File: src/rtl/rv_decode_pkg.sv
`default_nettype none
// =====================================================================
// rv_decode_pkg : RV32/64 decode types, opcode constants and helpers
// Revision      : 1.0
// =====================================================================
package rv_decode_pkg;

  typedef enum logic [2:0] {
    FMT_R     = 3'd0,
    FMT_I     = 3'd1,
    FMT_S     = 3'd2,
    FMT_B     = 3'd3,
    FMT_U     = 3'd4,
    FMT_J     = 3'd5,
    FMT_FENCE = 3'd6,
    FMT_NONE  = 3'd7
  } fmt_e;

  localparam logic [6:0] OPC_LUI      = 7'b0110111;
  localparam logic [6:0] OPC_AUIPC    = 7'b0010111;
  localparam logic [6:0] OPC_JAL      = 7'b1101111;
  localparam logic [6:0] OPC_JALR     = 7'b1100111;
  localparam logic [6:0] OPC_LOAD     = 7'b0000011;
  localparam logic [6:0] OPC_OP_IMM   = 7'b0010011;
  localparam logic [6:0] OPC_SYSTEM   = 7'b1110011;
  localparam logic [6:0] OPC_BRANCH   = 7'b1100011;
  localparam logic [6:0] OPC_STORE    = 7'b0100011;
  localparam logic [6:0] OPC_OP       = 7'b0110011;
  localparam logic [6:0] OPC_MISC_MEM = 7'b0001111;

  // Every RV immediate is a 32-bit value sign-extended from bit 31, so the
  // decoded record keeps that canonical form and the stage widens it to XLEN.
  localparam int IMM_W = 32;

  typedef struct packed {
    fmt_e             fmt;
    logic             illegal;
    logic [4:0]       rd;
    logic [4:0]       rs1;
    logic [4:0]       rs2;
    logic             rd_we;
    logic             rs1_en;
    logic             rs2_en;
    logic [IMM_W-1:0] imm;
  } dec_t;

  function automatic logic is_32bit_encoding(input logic [31:0] instr);
    return instr[1:0] == 2'b11;
  endfunction

endpackage
`default_nettype wire

File: src/rtl/decode_fields.sv
`default_nettype none
// =====================================================================
// decode_fields : combinational RV instruction word -> decoded record
// Revision      : 1.0
// =====================================================================
module decode_fields
  import rv_decode_pkg::*;
(
  input  logic [31:0] i_instr,
  output dec_t        o_dec
);

  logic [IMM_W-1:0] w_imm_i, w_imm_s, w_imm_b, w_imm_u, w_imm_j;
  logic [IMM_W-1:0] w_imm;
  fmt_e             w_fmt;
  logic             w_legal;
  logic             w_use_rd, w_use_rs1, w_use_rs2;

  assign w_imm_i = {{20{i_instr[31]}}, i_instr[31:20]};
  assign w_imm_s = {{20{i_instr[31]}}, i_instr[31:25], i_instr[11:7]};
  assign w_imm_b = {{19{i_instr[31]}}, i_instr[31], i_instr[7], i_instr[30:25],
                    i_instr[11:8], 1'b0};
  assign w_imm_u = {i_instr[31:12], 12'b0};
  assign w_imm_j = {{11{i_instr[31]}}, i_instr[31], i_instr[19:12], i_instr[20],
                    i_instr[30:21], 1'b0};

  always_comb begin
    w_fmt     = FMT_NONE;
    w_legal   = 1'b0;
    w_use_rd  = 1'b0;
    w_use_rs1 = 1'b0;
    w_use_rs2 = 1'b0;
    w_imm     = '0;
    if (is_32bit_encoding(i_instr)) begin
      case (i_instr[6:0])
        OPC_LUI, OPC_AUIPC: begin
          w_fmt    = FMT_U;
          w_legal  = 1'b1;
          w_use_rd = 1'b1;
          w_imm    = w_imm_u;
        end
        OPC_JAL: begin
          w_fmt    = FMT_J;
          w_legal  = 1'b1;
          w_use_rd = 1'b1;
          w_imm    = w_imm_j;
        end
        OPC_JALR, OPC_LOAD, OPC_OP_IMM, OPC_SYSTEM: begin
          w_fmt     = FMT_I;
          w_legal   = 1'b1;
          w_use_rd  = 1'b1;
          w_use_rs1 = 1'b1;
          w_imm     = w_imm_i;
        end
        OPC_BRANCH: begin
          w_fmt     = FMT_B;
          w_legal   = 1'b1;
          w_use_rs1 = 1'b1;
          w_use_rs2 = 1'b1;
          w_imm     = w_imm_b;
        end
        OPC_STORE: begin
          w_fmt     = FMT_S;
          w_legal   = 1'b1;
          w_use_rs1 = 1'b1;
          w_use_rs2 = 1'b1;
          w_imm     = w_imm_s;
        end
        OPC_OP: begin
          w_fmt     = FMT_R;
          w_legal   = 1'b1;
          w_use_rd  = 1'b1;
          w_use_rs1 = 1'b1;
          w_use_rs2 = 1'b1;
        end
        OPC_MISC_MEM: begin
          w_fmt   = FMT_FENCE;
          w_legal = 1'b1;
        end
        default: begin
          w_fmt   = FMT_NONE;
          w_legal = 1'b0;
        end
      endcase
    end
  end

  // Unused fields are forced to zero so downstream never sees stale bits.
  assign o_dec.fmt     = w_fmt;
  assign o_dec.illegal = !w_legal;
  assign o_dec.rd      = w_use_rd  ? i_instr[11:7]  : 5'd0;
  assign o_dec.rs1     = w_use_rs1 ? i_instr[19:15] : 5'd0;
  assign o_dec.rs2     = w_use_rs2 ? i_instr[24:20] : 5'd0;
  assign o_dec.rd_we   = w_use_rd && (i_instr[11:7] != 5'd0);
  assign o_dec.rs1_en  = w_use_rs1;
  assign o_dec.rs2_en  = w_use_rs2;
  assign o_dec.imm     = w_imm;

endmodule
`default_nettype wire

File: src/rtl/decode_stage.sv
`default_nettype none
// =====================================================================
// decode_stage : RV decode behind a two-entry skid buffer handshake
// Revision     : 1.0
// =====================================================================
module decode_stage
  import rv_decode_pkg::*;
#(
  parameter int XLEN          = 32,
  parameter bit RESET_PC_ZERO = 1'b1
) (
  input  logic            clk,
  input  logic            rst_n,
  input  logic            flush,
  input  logic            in_valid,
  output logic            in_ready,
  input  logic [31:0]     in_instr,
  input  logic [XLEN-1:0] in_pc,
  output logic            out_valid,
  input  logic            out_ready,
  output logic [XLEN-1:0] out_pc,
  output logic [2:0]      out_fmt,
  output logic [4:0]      out_rd,
  output logic [4:0]      out_rs1,
  output logic [4:0]      out_rs2,
  output logic            out_rd_we,
  output logic            out_rs1_en,
  output logic            out_rs2_en,
  output logic [XLEN-1:0] out_imm,
  output logic            out_illegal
);

  dec_t            w_dec;
  dec_t            r_dec0, r_dec1;
  logic [XLEN-1:0] r_pc0, r_pc1;
  logic [1:0]      r_count;
  logic            r_in_ready;
  logic [1:0]      w_count_nxt;
  logic            w_push, w_pop, w_load0_new, w_shift, w_load1;

  decode_fields u_decode_fields (
    .i_instr (in_instr),
    .o_dec   (w_dec)
  );

  // Entry 0 is always the head; entry 1 only fills behind a stalled head.
  assign w_push      = in_valid && r_in_ready && !flush;
  assign w_pop       = (r_count != 2'd0) && out_ready && !flush;
  assign w_load0_new = w_push && ((r_count == 2'd0) || ((r_count == 2'd1) && w_pop));
  assign w_shift     = w_pop && (r_count == 2'd2);
  assign w_load1     = w_push && (((r_count == 2'd1) && !w_pop) ||
                                  ((r_count == 2'd2) && w_pop));

  always_comb begin
    w_count_nxt = r_count;
    if (flush) begin
      w_count_nxt = 2'd0;
    end else if (w_push && !w_pop) begin
      w_count_nxt = r_count + 2'd1;
    end else if (!w_push && w_pop) begin
      w_count_nxt = r_count - 2'd1;
    end
  end

  always_ff @(posedge clk or negedge rst_n) begin
    if (!rst_n) begin
      r_count    <= 2'd0;
      r_in_ready <= 1'b0;
    end else begin
      r_count    <= w_count_nxt;
      r_in_ready <= (w_count_nxt != 2'd2);
    end
  end

  always_ff @(posedge clk or negedge rst_n) begin
    if (!rst_n) begin
      r_dec0 <= '0;
      r_dec1 <= '0;
    end else begin
      if (w_load0_new) begin
        r_dec0 <= w_dec;
      end else if (w_shift) begin
        r_dec0 <= r_dec1;
      end
      if (w_load1) begin
        r_dec1 <= w_dec;
      end
    end
  end

  if (RESET_PC_ZERO) begin : g_pc_rst
    always_ff @(posedge clk or negedge rst_n) begin
      if (!rst_n) begin
        r_pc0 <= '0;
        r_pc1 <= '0;
      end else begin
        if (w_load0_new) begin
          r_pc0 <= in_pc;
        end else if (w_shift) begin
          r_pc0 <= r_pc1;
        end
        if (w_load1) begin
          r_pc1 <= in_pc;
        end
      end
    end
  end else begin : g_pc_norst
    always_ff @(posedge clk) begin
      if (w_load0_new) begin
        r_pc0 <= in_pc;
      end else if (w_shift) begin
        r_pc0 <= r_pc1;
      end
      if (w_load1) begin
        r_pc1 <= in_pc;
      end
    end
  end

  if (XLEN == 64) begin : g_imm64
    assign out_imm = {{32{r_dec0.imm[IMM_W-1]}}, r_dec0.imm};
  end else if (XLEN == 32) begin : g_imm32
    assign out_imm = r_dec0.imm;
  end else begin : g_bad_xlen
    $error("decode_stage: XLEN must be 32 or 64");
  end

  assign in_ready    = r_in_ready;
  assign out_valid   = (r_count != 2'd0);
  assign out_pc      = r_pc0;
  assign out_fmt     = r_dec0.fmt;
  assign out_rd      = r_dec0.rd;
  assign out_rs1     = r_dec0.rs1;
  assign out_rs2     = r_dec0.rs2;
  assign out_rd_we   = r_dec0.rd_we;
  assign out_rs1_en  = r_dec0.rs1_en;
  assign out_rs2_en  = r_dec0.rs2_en;
  assign out_illegal = r_dec0.illegal;

endmodule
`default_nettype wire

File: config.mk
export PLATFORM = sky130hd
export DESIGN_NAME = decode_stage
export DESIGN_NICKNAME = d
export VERILOG_FILES = /design/src/rtl/rv_decode_pkg.sv /design/src/rtl/decode_fields.sv /design/src/rtl/decode_stage.sv
export SDC_FILE = /design/constraint.sdc
export NUM_CORES = 1
export LEC_CHECK = 0
export ABC_AREA = 1
export CORE_UTILIZATION = 51
export DETAILED_ROUTE_END_ITERATION = 12
export PLACE_DENSITY = 0.77
export SLEW_MARGIN = 5
export SYNTH_ARGS = -nofsm -noshare
export SYNTH_HDL_FRONTEND = slang
export SYNTH_HIERARCHICAL = 1
export SYNTH_SLANG_ARGS = --single-unit
File: constraint.sdc
create_clock -name clk -period 2.1 [get_ports clk]
set_input_delay 0.315 -clock clk [delete_from_list [all_inputs] [get_ports clk]]
set_output_delay 0.315 -clock clk [all_outputs]
set_load 0.01 [all_outputs]
==> impl_metrics.env <==
export IMPL_synth_mux_area_frac=0
export IMPL_worst_slack_ps=152.6
export IMPL_dp_cells=1588
export IMPL_grtUsageMet3=0.03741
export IMPL_drc_errors=0
export IMPL_worst_setup_path_type="reg -> reg"
export IMPL_antenna_left=0
export IMPL_seq_area_mm2=0.004379
export IMPL_grt_busiest_layer="met2"
export IMPL_period_share=0.9273
export IMPL_postCtsSetupRepairBufs=0
export IMPL_drt_iter0_markers=744
export IMPL_max_slew_worst_pin_slew_ps=474.8
export IMPL_drive_gt1_frac=0.08095
export IMPL_syn_area_mm2=0.009280
export IMPL_dieHeight_um=136.9
export IMPL_synth_seq_area_share=0.4719
export IMPL_fmax_mhz=513.5
export IMPL_num_vias=8515
export IMPL_clock_path_buffers=2
export IMPL_slew_headroom=0.6835
export IMPL_period_minus_slack_ps=1947
export IMPL_dp_hpwl_um=16070
export IMPL_cts_tree="done"
export IMPL_pre_cts_slack_ps=-30.27
export IMPL_nNetsFinal=1455
export IMPL_dr_pass1_iters=5
export IMPL_rows=48
export IMPL_io_buffer_count=156
export IMPL_max_cap_viol_count=0
export IMPL_yosysMostFrequentCell="nand2_1"
export IMPL_routed_via_density=5.253
export IMPL_cts_root_buf="clkbuf_16"
export IMPL_worstPathMaxFanout=57
export IMPL_fin_setup_tns_ps=0
export IMPL_nFillCells=1487
export IMPL_synth_compound_area_share=0.04921
export IMPL_synth_common_cells="nand2_1 (502), nand3_1 (200), dfrtp_1 (175)"
export IMPL_max_stage_delay_ps=370
export IMPL_yosysTopAreaCellShare=0.4719
export IMPL_synth_main_ff_cell="dfrtp_1"
export IMPL_cts_htree_levels=4
export IMPL_grt_pass1_wl_um=39320
export IMPL_powerDensity_mw_per_mm2=967.0
export IMPL_wl_per_cell_um=14.79
export IMPL_setup_viol=0
export IMPL_use_met1=0.3897
export IMPL_synth_area_leaders="dfrtp_1 (47%), nand2_1 (20%), nand3_1 (11%), inv_1 (4.9%), o21ai_1 (4.4%)"
export IMPL_cp_arrival_ps=2260
export IMPL_grt_ovfl_total=0
export IMPL_synthDistinctLibCells=26
export IMPL_synth_simple_area_share=0.3720
export IMPL_place_area_mm2=0.01115
export IMPL_final_area_mm2=0.01173
export IMPL_synth_fa_ha_area_frac=0.004045
export IMPL_rr_worst_depth=11
export IMPL_rsz0062_at_grt="false"
export IMPL_core_mm2=0.01754
export IMPL_path_cells="inv_1 > ha_1 > inv_2 > nand2_2 > nor2_4 > nand2_2 > nand2_4 > buf_12 > nand3_1 > nand2_1 > nand2_1"
export IMPL_reg2reg_from="r_count[0]"
export IMPL_initial_utilization=0.5292
export IMPL_start_kind="flop"
export IMPL_synthCells=1248
export IMPL_drv_slew=0
export IMPL_timing_rr_end="out_rs2[2]"
export IMPL_final_core_util=0.6690
export IMPL_final_instance_count_excl_fill=1621
export IMPL_min_path_type="in -> async"
export IMPL_finClkSkew_ps=8.530
export IMPL_grt_max_degree=87
export IMPL_boundaryPins=157
export IMPL_synth_top_family_by_area="simple AND/OR/NAND/NOR gates"
export IMPL_crit_slowest_cell="dfrtp_1"
export IMPL_antenna_found_initial=0
export IMPL_grt_pass1_vias=7759
export IMPL_outcome="finished clean"
export IMPL_ir_worst_vdd_v=0.0006231
export IMPL_p_leak_nw=6.002
export IMPL_numClockSinks=175
export IMPL_synthArstFlopShare=1.000
export IMPL_clk_pin_slew_ps=70
export IMPL_avgSynthCellArea_um2=7.436
export IMPL_ff2ff_setup_slack_ps=150
export IMPL_area_growth_syn_to_layout_pct=26.41
export IMPL_multiInputGateArea_mm2=0.003955
export IMPL_grt_usage=0.2683
export IMPL_worst_endpoint_required_ps=2420
export IMPL_finalHoldViolations=0
export IMPL_yosysTopAreaCell="dfrtp_1"
export IMPL_routed_wirelength_um=23970
export IMPL_place_gp_congestion=0.8884
export IMPL_use_met2=0.4117
export IMPL_die_x_um=136.9
export IMPL_synthXorXnorAreaFrac=0
export IMPL_die_area_mm2=0.01874
export IMPL_syn_nets=1320
export IMPL_synth_edf_count=0
export IMPL_antenna_cells=0
export IMPL_cts_buffers=17
export IMPL_clk_latency_ps=430
export IMPL_yosysWarnings=6
export IMPL_cp_end_kind="flop"
export IMPL_ys_ff_latch=175
## worst max-delay path by stage
stage,cells past startpoint,startpoint,end
final,11,r_count[0],out_rs2[2]
after global routing,12,r_count[0],out_rs2[2]
after CTS,11,r_count[0],out_pc[20]
after detailed placement,12,in_instr[3],out_rs1[4]
after global placement,13,in_instr[4],out_rd[1]
after floorplan,12,r_count[0],out_fmt[2]
## cells by family (layout without fill, tap and decap cells)
kind of cell / Yosys count / count (layout)
AO/OA/AOI/OAI: 89 / 89
adder cells (fa/ha/maj): 3 / 3
buffers and inverters: 205 / 353
flip-flops: 175 / 175
AND/OR/NAND/NOR: 776 / 776
## sequential cells by signal, indices dropped and copies added (netlist names), 2 cells and up
name     flops
r_dec1      54
out_imm     32
out_pc      32
r_pc1       32
out_rd       5
out_rs1      5
out_rs2      5
out_fmt      3
r_count      2
## layout make-up
type / instances / share of cell area
Sequential cell: 175 / 0.3733
Multi-Input combinational cell: 868 / 0.3371
Timing Repair Buffer: 196 / 0.1777
Inverter: 125 / 0.04000
Clock buffer: 17 / 0.03626
Tap cell: 225 / 0.02400
Clock inverter: 15 / 0.01163
## through the flow
step / power, mW / hold slack [ps]
floorplan: 6.472 / 19.41
global placement: 8.258 / 285.0
detailed placement: 8.349 / 282.0
CTS: 11.43 / 392.1
global route: 12.02 / 418.8
finish: 11.34 / 384.9
## power breakdown
part,internal [mW],switching (mW)
registers,4.32,0.547
logic,1.77,1.65
clock network,1.58,1.49
total,7.66,3.68
## per-layer routing
metal	vias to the layer above	wire (um)
met3	25	1473
met5	-	0
met1	3992	11040
met4	0	350
li1	4203	-
met2	295	11110
## what timing repair did
action / in CTS / in global routing
hold buffers: 1 / 0
cloned: 0 / 0
setup endpoints to repair: 1 / 2
resized for setup: 1 / 2
hold endpoints to repair: 41 / 0
## layout by cell type (no fill, tap or decap), types with 2 or more instances in the layout
cell type        Yosys  final
inv_2                4      4
inv_8                0      4
nand4_2             10     10
nor2_2               2      2
nand2_4              8      7
clkbuf_16            0     17
nand2_1            502    502
nor3_1               2      2
nand3_1            200    200
buf_4               13     20
nand4_1             12     12
buf_12               0     17
inv_1              121    121
buf_6               13      3
inv_6                0      7
clkinv_4             0      2
nand2_2              7      7
o21ai_0              7      7
dfrtp_1            175    175
nor2_4               5      5
ha_1                 3      3
clkdlybuf4s50_1      0    154
nor2_1              24     24
o21ai_1             81     81
## worst max-delay path, delay by kind of cell (launching register included)
kind,cells,cell delay (ps)
adders and majority gates,1,230
DFF,1,370
buffers and inverters,3,470
and+or+nand+nor,7,720
Note: power is estimated with default switching activity, not from simulation.
